[src/rtl/uart_rx_fifo.sv]
// uart_rx_fifo: UART receiver (8 data bits, LSB first, 1 stop) feeding a first-word-fall-through byte FIFO.
// Ports: wb_clk_i/wb_rst_i clock and sync active-high reset; rx_i async serial input; clk_div_i clocks per bit (<4 -> 4);
// rx_data_o/rx_valid_o/rx_ready_i FIFO head handshake; fifo_count_o occupancy; frame_err_o/overrun_o/parity_err_o sticky
// flags cleared by clear_i. Define UART_RX_PARITY_EN for an even-parity bit before the stop bit (adds parity_err_o).
module uart_rx_fifo #(
  parameter int FIFO_DEPTH = 8,
  parameter int CNT_W = $clog2(FIFO_DEPTH + 1)
) (
  input  logic             wb_clk_i,
  input  logic             wb_rst_i,
  input  logic             rx_i,
  input  logic [15:0]      clk_div_i,
  output logic [7:0]       rx_data_o,
  output logic             rx_valid_o,
  input  logic             rx_ready_i,
  output logic [CNT_W-1:0] fifo_count_o,
  output logic             frame_err_o,
  output logic             overrun_o,
  input  logic             clear_i
`ifdef UART_RX_PARITY_EN
  ,
  output logic             parity_err_o
`endif
);
  localparam int AW = $clog2(FIFO_DEPTH);
  typedef enum logic [2:0] {IDLE, START, DATA, PARITY, STOP} state_t;
  state_t state;
  logic rx_m, rx_s, rx_d;
  logic [15:0] div, tmr;
  logic [2:0] idx;
  logic [7:0] shift;
  logic tick, push, pop, full, empty, wr;
  logic [7:0] mem [FIFO_DEPTH];
  logic [AW-1:0] wp, rp;
  logic [CNT_W-1:0] count;
  logic frame_err, overrun;
`ifdef UART_RX_PARITY_EN
  logic parity_err;
  assign parity_err_o = parity_err;
`endif
  assign div = (clk_div_i < 16'd4) ? 16'd4 : clk_div_i;
  assign tick = tmr == 16'd0;
  assign push = state == STOP && tick && rx_s;
  // Timer loads are one less than the wanted interval because the tick cycle itself counts.
  always_ff @(posedge wb_clk_i) begin
    if (wb_rst_i) begin
      rx_m <= 1'b1;
      rx_s <= 1'b1;
      rx_d <= 1'b1;
      state <= IDLE;
      tmr <= 16'd0;
      idx <= 3'd0;
      shift <= 8'h00;
      frame_err <= 1'b0;
`ifdef UART_RX_PARITY_EN
      parity_err <= 1'b0;
`endif
    end else begin
      rx_m <= rx_i;
      rx_s <= rx_m;
      rx_d <= rx_s;
      frame_err <= (state == STOP && tick && !rx_s) || (frame_err && !clear_i);
`ifdef UART_RX_PARITY_EN
      parity_err <= (state == PARITY && tick && (^shift ^ rx_s)) || (parity_err && !clear_i);
`endif
      tmr <= tick ? tmr : tmr - 16'd1;
      case (state)
        IDLE:
          if (rx_d && !rx_s) begin
            tmr <= (div >> 1) - 16'd1;
            state <= START;
          end
        START:
          if (tick) begin
            tmr <= div - 16'd1;
            idx <= 3'd0;
            state <= rx_s ? IDLE : DATA;
          end
        DATA:
          if (tick) begin
            shift[idx] <= rx_s;
            idx <= idx + 3'd1;
            tmr <= div - 16'd1;
            if (idx == 3'd7)
`ifdef UART_RX_PARITY_EN
              state <= PARITY;
`else
              state <= STOP;
`endif
          end
        PARITY:
          if (tick) begin
            tmr <= div - 16'd1;
            state <= STOP;
          end
        STOP:
          if (tick) state <= IDLE;
        default: state <= IDLE;
      endcase
    end
  end
  assign full = count == CNT_W'(FIFO_DEPTH);
  assign empty = count == '0;
  assign pop = rx_ready_i && !empty;
  // A pop in the same cycle frees the slot a push into a full FIFO needs.
  assign wr = push && (!full || pop);
  always_ff @(posedge wb_clk_i) begin
    if (wb_rst_i) begin
      wp <= '0;
      rp <= '0;
      count <= '0;
      overrun <= 1'b0;
      for (int i = 0; i < FIFO_DEPTH; i++) mem[i] <= 8'h00;
    end else begin
      if (wr) begin
        mem[wp] <= shift;
        wp <= wp + AW'(1);
      end
      if (pop) rp <= rp + AW'(1);
      count <= count + CNT_W'(wr) - CNT_W'(pop);
      overrun <= (push && full && !pop) || (overrun && !clear_i);
    end
  end
  assign rx_data_o = mem[rp];
  assign rx_valid_o = !empty;
  assign fifo_count_o = count;
  assign frame_err_o = frame_err;
  assign overrun_o = overrun;
endmodule

[config.mk]
export PLATFORM = sky130hd
export DESIGN_NAME = uart_rx_fifo
export DESIGN_NICKNAME = d
export VERILOG_FILES = /design/src/rtl/uart_rx_fifo.sv
export SDC_FILE = /design/constraint.sdc
export NUM_CORES = 1
export LEC_CHECK = 0
export ABC_AREA = 0
export BUFFER_PORTS_ARGS = -buffer_cell sky130_fd_sc_hd__buf_4
export CAP_MARGIN = 40
export CELL_PAD_IN_SITES_DETAIL_PLACEMENT = 1
export CELL_PAD_IN_SITES_GLOBAL_PLACEMENT = 1
export CORE_MARGIN = 4
export CORE_UTILIZATION = 46
export CTS_CLUSTER_SIZE = 8
export DETAILED_ROUTE_END_ITERATION = 6
export GPL_TIMING_DRIVEN = 0
export PLACE_DENSITY = 0.87
export SLEW_MARGIN = 30
export SYNTH_ARGS = -nofsm -noshare
export SYNTH_HDL_FRONTEND = slang
export SYNTH_SLANG_ARGS = --single-unit
[constraint.sdc]
create_clock -name wb_clk_i -period 5.3 [get_ports wb_clk_i]
set_input_delay 1.06 -clock wb_clk_i [delete_from_list [all_inputs] [get_ports wb_clk_i]]
set_output_delay 1.06 -clock wb_clk_i [all_outputs]
set_load 0.02 [all_outputs]
# [After elaboration in Yosys (flattened, before gate mapping)]
# Memory sizes are Yosys's and may differ from the RTL's. A register that Yosys moved wholly into a read port is not among the register bits.
# Cells that the tools add are included.
[word_totals] in_bits=21 ram_bits=64 out_inout_bits=15 memories=1 register_bits=45 word_cells=92
[mem_list] memory="mem" words=8 width=8 rd=1 rd_clocked_by_memory_dff=1 wr=8 line="33" source="logic [7:0] mem [FIFO_DEPTH];"
[op_classes] n_mux=28 n_lt_le_gt_ge=3 n_eq_ne=12 n_reduce_logical=28 add_sub_neg=8
[ops] op="$mux 16" count=4
[ops] op="$pmux 16 s2" count=1
[ops] op="$sub 16x1->16 const B" count=2
[ops] op="$mux 3" count=10
[ops] op="$logic_not 16->1" count=1
[ops] op="$lt 16x3->1 const B" count=1
[ops] op="$sub 15x1->16 const B" count=1
[ops] op="$pmux 3 s5" count=1
[ops] op="$ne 2x2->1 const B" count=6
[ops] op="$logic_and 1x1->1" count=11
[ops] op="$add 3x1->3 const B" count=3
[ops] op="$bwmux 8" count=1
[ops] op="$mux 8" count=1
[ops] op="$reduce_or 8->1" count=1
[ops] op="$mux 1" count=7
[ops] op="$eq 3x2->1 const B" count=2
[ops] op="$eq 3x3->1 const B" count=2
[ops] op="$pmux 3 s2" count=1
[ops] op="$reduce_and 6->1" count=1
[ops] op="$logic_not 1->1" count=5
[ops] op="$add 4x1->4" count=1
[ops] op="$eq 4x4->1 const B" count=1
[ops] op="$logic_not 4->1" count=1
[ops] op="$lt 3x4->1 const B" count=1
[ops] op="11 further kinds" count=13

# [Depth between registers and ports, before layout]
[logic_depth] ltp_word=10 mapped_depth=13 depth_no_buf=12

# [Least setup slack after synthesis]
# OpenSTA, ideal clock, no wires.
[synth_timing] path_type="input port to flip-flop" start="input port clk_div_i[8]" end="register tmr[11]" t_arrival_ns=3.422 n_path_buf=0 setup_slack_ns=1.750 required_time_ns=5.172 cell_stages=10 setup_ns=0.128 path_cell_list="nor4_2 -> nand4_1 -> nand2_1 -> ha_1 -> nor4b_1 -> nand4b_1 -> a31oi_1 -> xor2_1 -> a221oi_1 -> nor2_1"
[synth_between] elab_chain_cells=5 word_cells_on_any_way=7 classes_between="add/sub (2); order compare (1); mux (4)"
[synth_lines] element="start: declaration" line="12" source="input logic [15:0] clk_div_i,"
[synth_lines] element="$lt 16x3->1" line="41" source="assign div = (clk_div_i < 16'd4) ? 16'd4 : clk_div_i;"
[synth_lines] element="$mux 16 (*)" line="41"
[synth_lines] element="$sub 16x1->16 / $sub 15x1->16 (equally long branches)"
[synth_lines] element="$mux 16 (on tied branches)"
[synth_lines] element="$pmux 16 s2 (*)" line="67" source="case (state)"
[synth_lines] element="end signal: assignment" line="75" source="tmr <= div - 16'd1;"
[synth_lines] element="end signal: assignment" line="83" source="tmr <= div - 16'd1;"
[synth_lines] element="end signal: assignment" line="93" source="tmr <= div - 16'd1;"
[synth_lines] element="end: declaration" line="29" source="logic [15:0] div, tmr;"
# Mark *: on every way between the ends. The rest lies on a longest branch, timed or not.
# A chain may end at the register's enable or synchronous reset.

# [Worst setup path after layout]
[layout_timing] start="input port clk_div_i[15]" end="register tmr[11]"
[layout_between] elab_chain_cells=5 word_cells_on_any_way=7 classes_between="add/sub (2); order compare (1); mux (4)"
[layout_lines] element="$lt 16x3->1 (*)" line="41"
[layout_lines] element="$mux 16 (*)" line="41"
[layout_lines] element="$sub 16x1->16 / $sub 15x1->16 (equally long branches)"
[layout_lines] element="$mux 16 (on tied branches)"
[layout_lines] element="$pmux 16 s2 (*)" line="67"
# Marks and branches as above.

==> impl_metrics.csv <==
group,metric,value,unit
yosys,synth_compound_gate_area_share,0.08798,
final_layout,nFillCells,1398,
worst_hold_path,worst_hold_check_path_type,"reg2reg",
final_layout,final_layout_size_suffix_gt1_frac,0.1597,
status,status,"complete, no violations",
timing,timing.max_slew.rel_slack,0.4908,
power_and_ir_drop,internal_power,1818,uW
final_layout,area.sequential,2883,um^2
clock_network,cts-resized-gates,0,
power_and_ir_drop,seq_power_share,0.390,
timing,max_clock_freq,0.2359,GHz
final_layout,areaGrowthSynthToFinish,11.72,%
critical_path,worstSetupPathType,"in2reg",
place,detailedPlacementHpwl,12260,um
timing,hold_ws,412.9,ps
yosys,postSynthRegisterBits,112,
grt,global_route.overflow_total,0,
power_and_ir_drop,comb_power_share,0.389,
yosys,mappedNetlistArea,6130,um^2
critical_path,crit_arrival,4460,ps
clock_network,cts-htree-levels,3,
yosys,synth.yosys.seq_area_share,0.4703,
die,floorplan.initialDensity,0.4780,
yosys,netlist_instances,580,
yosys,synthAdderAreaFrac,0.03184,
grt,grt_util_all_layers,0.2205,
clock_network,tritoncts_clock_tree,"yes",
clock_network,cts_inserted_buffers,9,
yosys,fraction_of_synthesis_flops_using_an_asynchronous_set_or_reset_pin,0,
timing,timing.final.setup_violations,0,
die,i_o_pin_count,36,
die,rows,41,
final_layout,mostFrequentLayoutCells,"66 x and2_1, 64 x edfxtp_1, 54 x nor2_1",
place,globalplace.congestion,0.8619,
yosys,synth_edf_count,64,
place,port-buffer-count,31,
yosys,synth_fp_nets,616,
yosys,synth_simple_gate_area_frac,0.2427,
critical_path,timing.critical_path.required,5520,ps
critical_path,cp_endpoint_kind,"flop",
route,drt-pass1-iter-count,5,
clock_network,cts-root-to-sink-buffers,2,
grt,grt_max_degree,19,
clock_network,worstSkewPairLatency,350,ps
clock_network,number_of_sinks_handled_by_clock_tree_synthesis,112,
power_and_ir_drop,cellLeakagePower,0.002474,uW
yosys,yosys-mux-area-fraction,0.08839,
yosys,synth-main-ff-cell,"edfxtp_1",
die,horizontal_die_dimension,123.4,um
worst_hold_path,hp-start,"rx_m",
clock_network,cts_root_buffer,"clkbuf_16",
timing,finalHoldViolations,0,
critical_path,r2r_start,"tmr[0]",
grt,grt_pass1_vias,4954,
timing,tightestPinTransition,758.7,ps
yosys,synth_top_family_by_area,"simple AND/OR/NAND/NOR gates",
timing,clock_tree_skew_after_final_layout,8.574,ps
power_and_ir_drop,ir_worst_vdd,0.2778,mV
route,postRouteWirelength,15850,um
power_and_ir_drop,power_dens_cells,417.6,nW/um^2
place,placement.cell_area,6578,um^2
critical_path,startpoint,"clk_div_i[15]",
timing,maxSlewViolCount,0,
die,core_area,12820,um^2
final_layout,layout_commonest_cell,"and2_1",
timing,final.setup.worst_slack,1061,ps
grt,grt_first_pass_wirelength,25770,um
final_layout,final_design_area_no_fill,6848,um^2
final_layout,num_antenna_cells,0,
yosys,distinct_cell_type_count_after_synthesis,65,
route,drt-initial-drc-count,274,
place,dp.cells,783,
grt,number_of_antenna_violations_at_the_first_check_in_global_routing,0,
route,avgRoutedWirePerCell,19.86,um
timing,tns,0,ps
route,drc_errors,0,
clock_network,cts-hold-fix-buffers,0,
critical_path,critPathMaxFanout,8,
yosys,synth-xor-area-share,0.05001,
final_layout,finalNetCount,658,
timing,setup_repair_after_global_routing_missed_its_margin,"false",
power_and_ir_drop,switching_share,0.3641,
die,fp.dieArea,15240,um^2
job,number_of_max_cap_violations,0,
power_and_ir_drop,p_switching,1041,uW
clock_network,post-cts-setup-buffer-count,0,
route,routed_via_density,5.818,
yosys,yosysWarningCount,0,
route,final_antenna_net_count,0,
final_layout,finalNonFillerCells,798,
critical_path,worstSetupStartpointType,"input pin",
clock_network,cts.reportedPaths.clkPinSlew,80,ps
timing,min_period_over_period,0.7999,
route,dr_total_vias,4643,
yosys,avgSynthCellArea,10.57,um^2
die,die-height,123.4,um
place,post-place-ws,737.7,ps
timing,final_period_minus_worst_setup_slack,4239,ps
power_and_ir_drop,share_clk_of_total_power,0.221,
final_layout,multi_input_comb_area,3070,um^2
==> sequential cells by signal, summed over array words and instances, names as in the netlist, named ones only <==
name	cells
tmr	16
state	3
overrun_o	1
rx_s	1
shift	8
fifo_count_o	4
wp	3
idx	3
mem	64
frame_err_o	1
rp	3
rx_m	1
rx_d	1
==> power groups by stage <==
stage	registers (uW)	logic [uW]	clock network, uW
2_1_floorplan	1120	792	0
3_3_place_gp	1120	1030	0
3_5_place_dp	1130	1090	0
4_1_cts	1110	1110	640
5_1_grt	1130	1220	679
6_report	1110	1110	632
==> cell families (layout without fill, tap and decap cells) <==
group,Yosys count,in the layout
adders and majority gates,15,15
xor gates and xnor gates,35,35
muxes,33,33
DFF,112,112
AOI/OAI and AO/OA,82,82
buffers and inverters,42,88
and+or+nand+nor,261,261
==> critical path, cell delays in order <==
cell and delay, ps:
buf_4 130, nor4_1 640, nand4_1 460, nand2_1 270
ha_1 260, nor4b_1 640, nand4b_1 270, a31oi_1 240
xor2_1 100, a221oi_1 300, nor2_1 80
==> Yosys cell counts, types with 3 or more instances <==
library cell / number / area [um^2]
nor4_1: 5 / 31.28
nand2b_1: 8 / 50.05
or3_1: 5 / 31.28
mux2i_1: 8 / 80.08
xnor2_1: 13 / 113.9
nor4_2: 3 / 37.54
a22oi_1: 3 / 22.52
xor2_1: 22 / 192.7
nand3b_1: 4 / 30.03
ha_1: 14 / 175.2
mux4_2: 16 / 360.4
nor3_4: 3 / 48.80
a21oi_1: 30 / 150.1
and2_1: 66 / 412.9
nor2_1: 54 / 202.7
or2_2: 7 / 43.79
a211oi_1: 5 / 37.54
o21ai_0: 11 / 55.05
nor2b_1: 5 / 31.28
dfxtp_1: 48 / 960.9
nand3_1: 18 / 90.09
a21o_1: 3 / 22.52
mux2_2: 9 / 101.4
clkbuf_1: 18 / 67.56
nor3_1: 10 / 50.05
buf_2: 3 / 15.01
or4_1: 5 / 37.54
o22ai_1: 5 / 31.28
nand4_1: 5 / 31.28
inv_1: 15 / 56.30
nand2_1: 47 / 176.4
a31oi_1: 6 / 37.54
edfxtp_1: 64 / 1922
buf_1: 4 / 15.01
==> worst paths after layout <==
path / end / slack, ps / cells after the start
hold reg to reg: rx_s / 410 / 1
setup reg to reg: fifo_count_o[2] / 1860 / 13
setup / recovery: tmr[11] / 1060 / 11
hold / removal: rx_s / 410 / 1
==> per-layer routing <==
| metal | vias to the layer above | track usage | wire length (um) |
|---|---|---|---|
| li1 | 2187 | - | - |
| met1 | 2352 | 0.2663 | 6628 |
| met2 | 80 | 0.3989 | 8350 |
| met3 | 24 | 0.04071 | 523 |
| met4 | 0 | 0.06574 | 346 |
| met5 | - | 0 | 0 |
==> area by class of cell <==
type                       instances  share of cell area
buffer                            27             0.01754
clock buffer                       9             0.03289
clock inverter                     6            0.006578
inverter                          15            0.008222
multi-input combinational        426              0.4484
sequential                       112              0.4210
tap                              172             0.03143
timing repair buffer              31             0.03398
==> through the flow <==
stage | power [uW] | util
final | 2859 | 0.5340
after global routing | 3026 | 0.5340
after floorplan | 1913 | -
after detailed placement | 2227 | 0.5129
after global placement | 2149 | 0.5129
after CTS | 2867 | 0.5340
(Power assumes the default switching activity.)
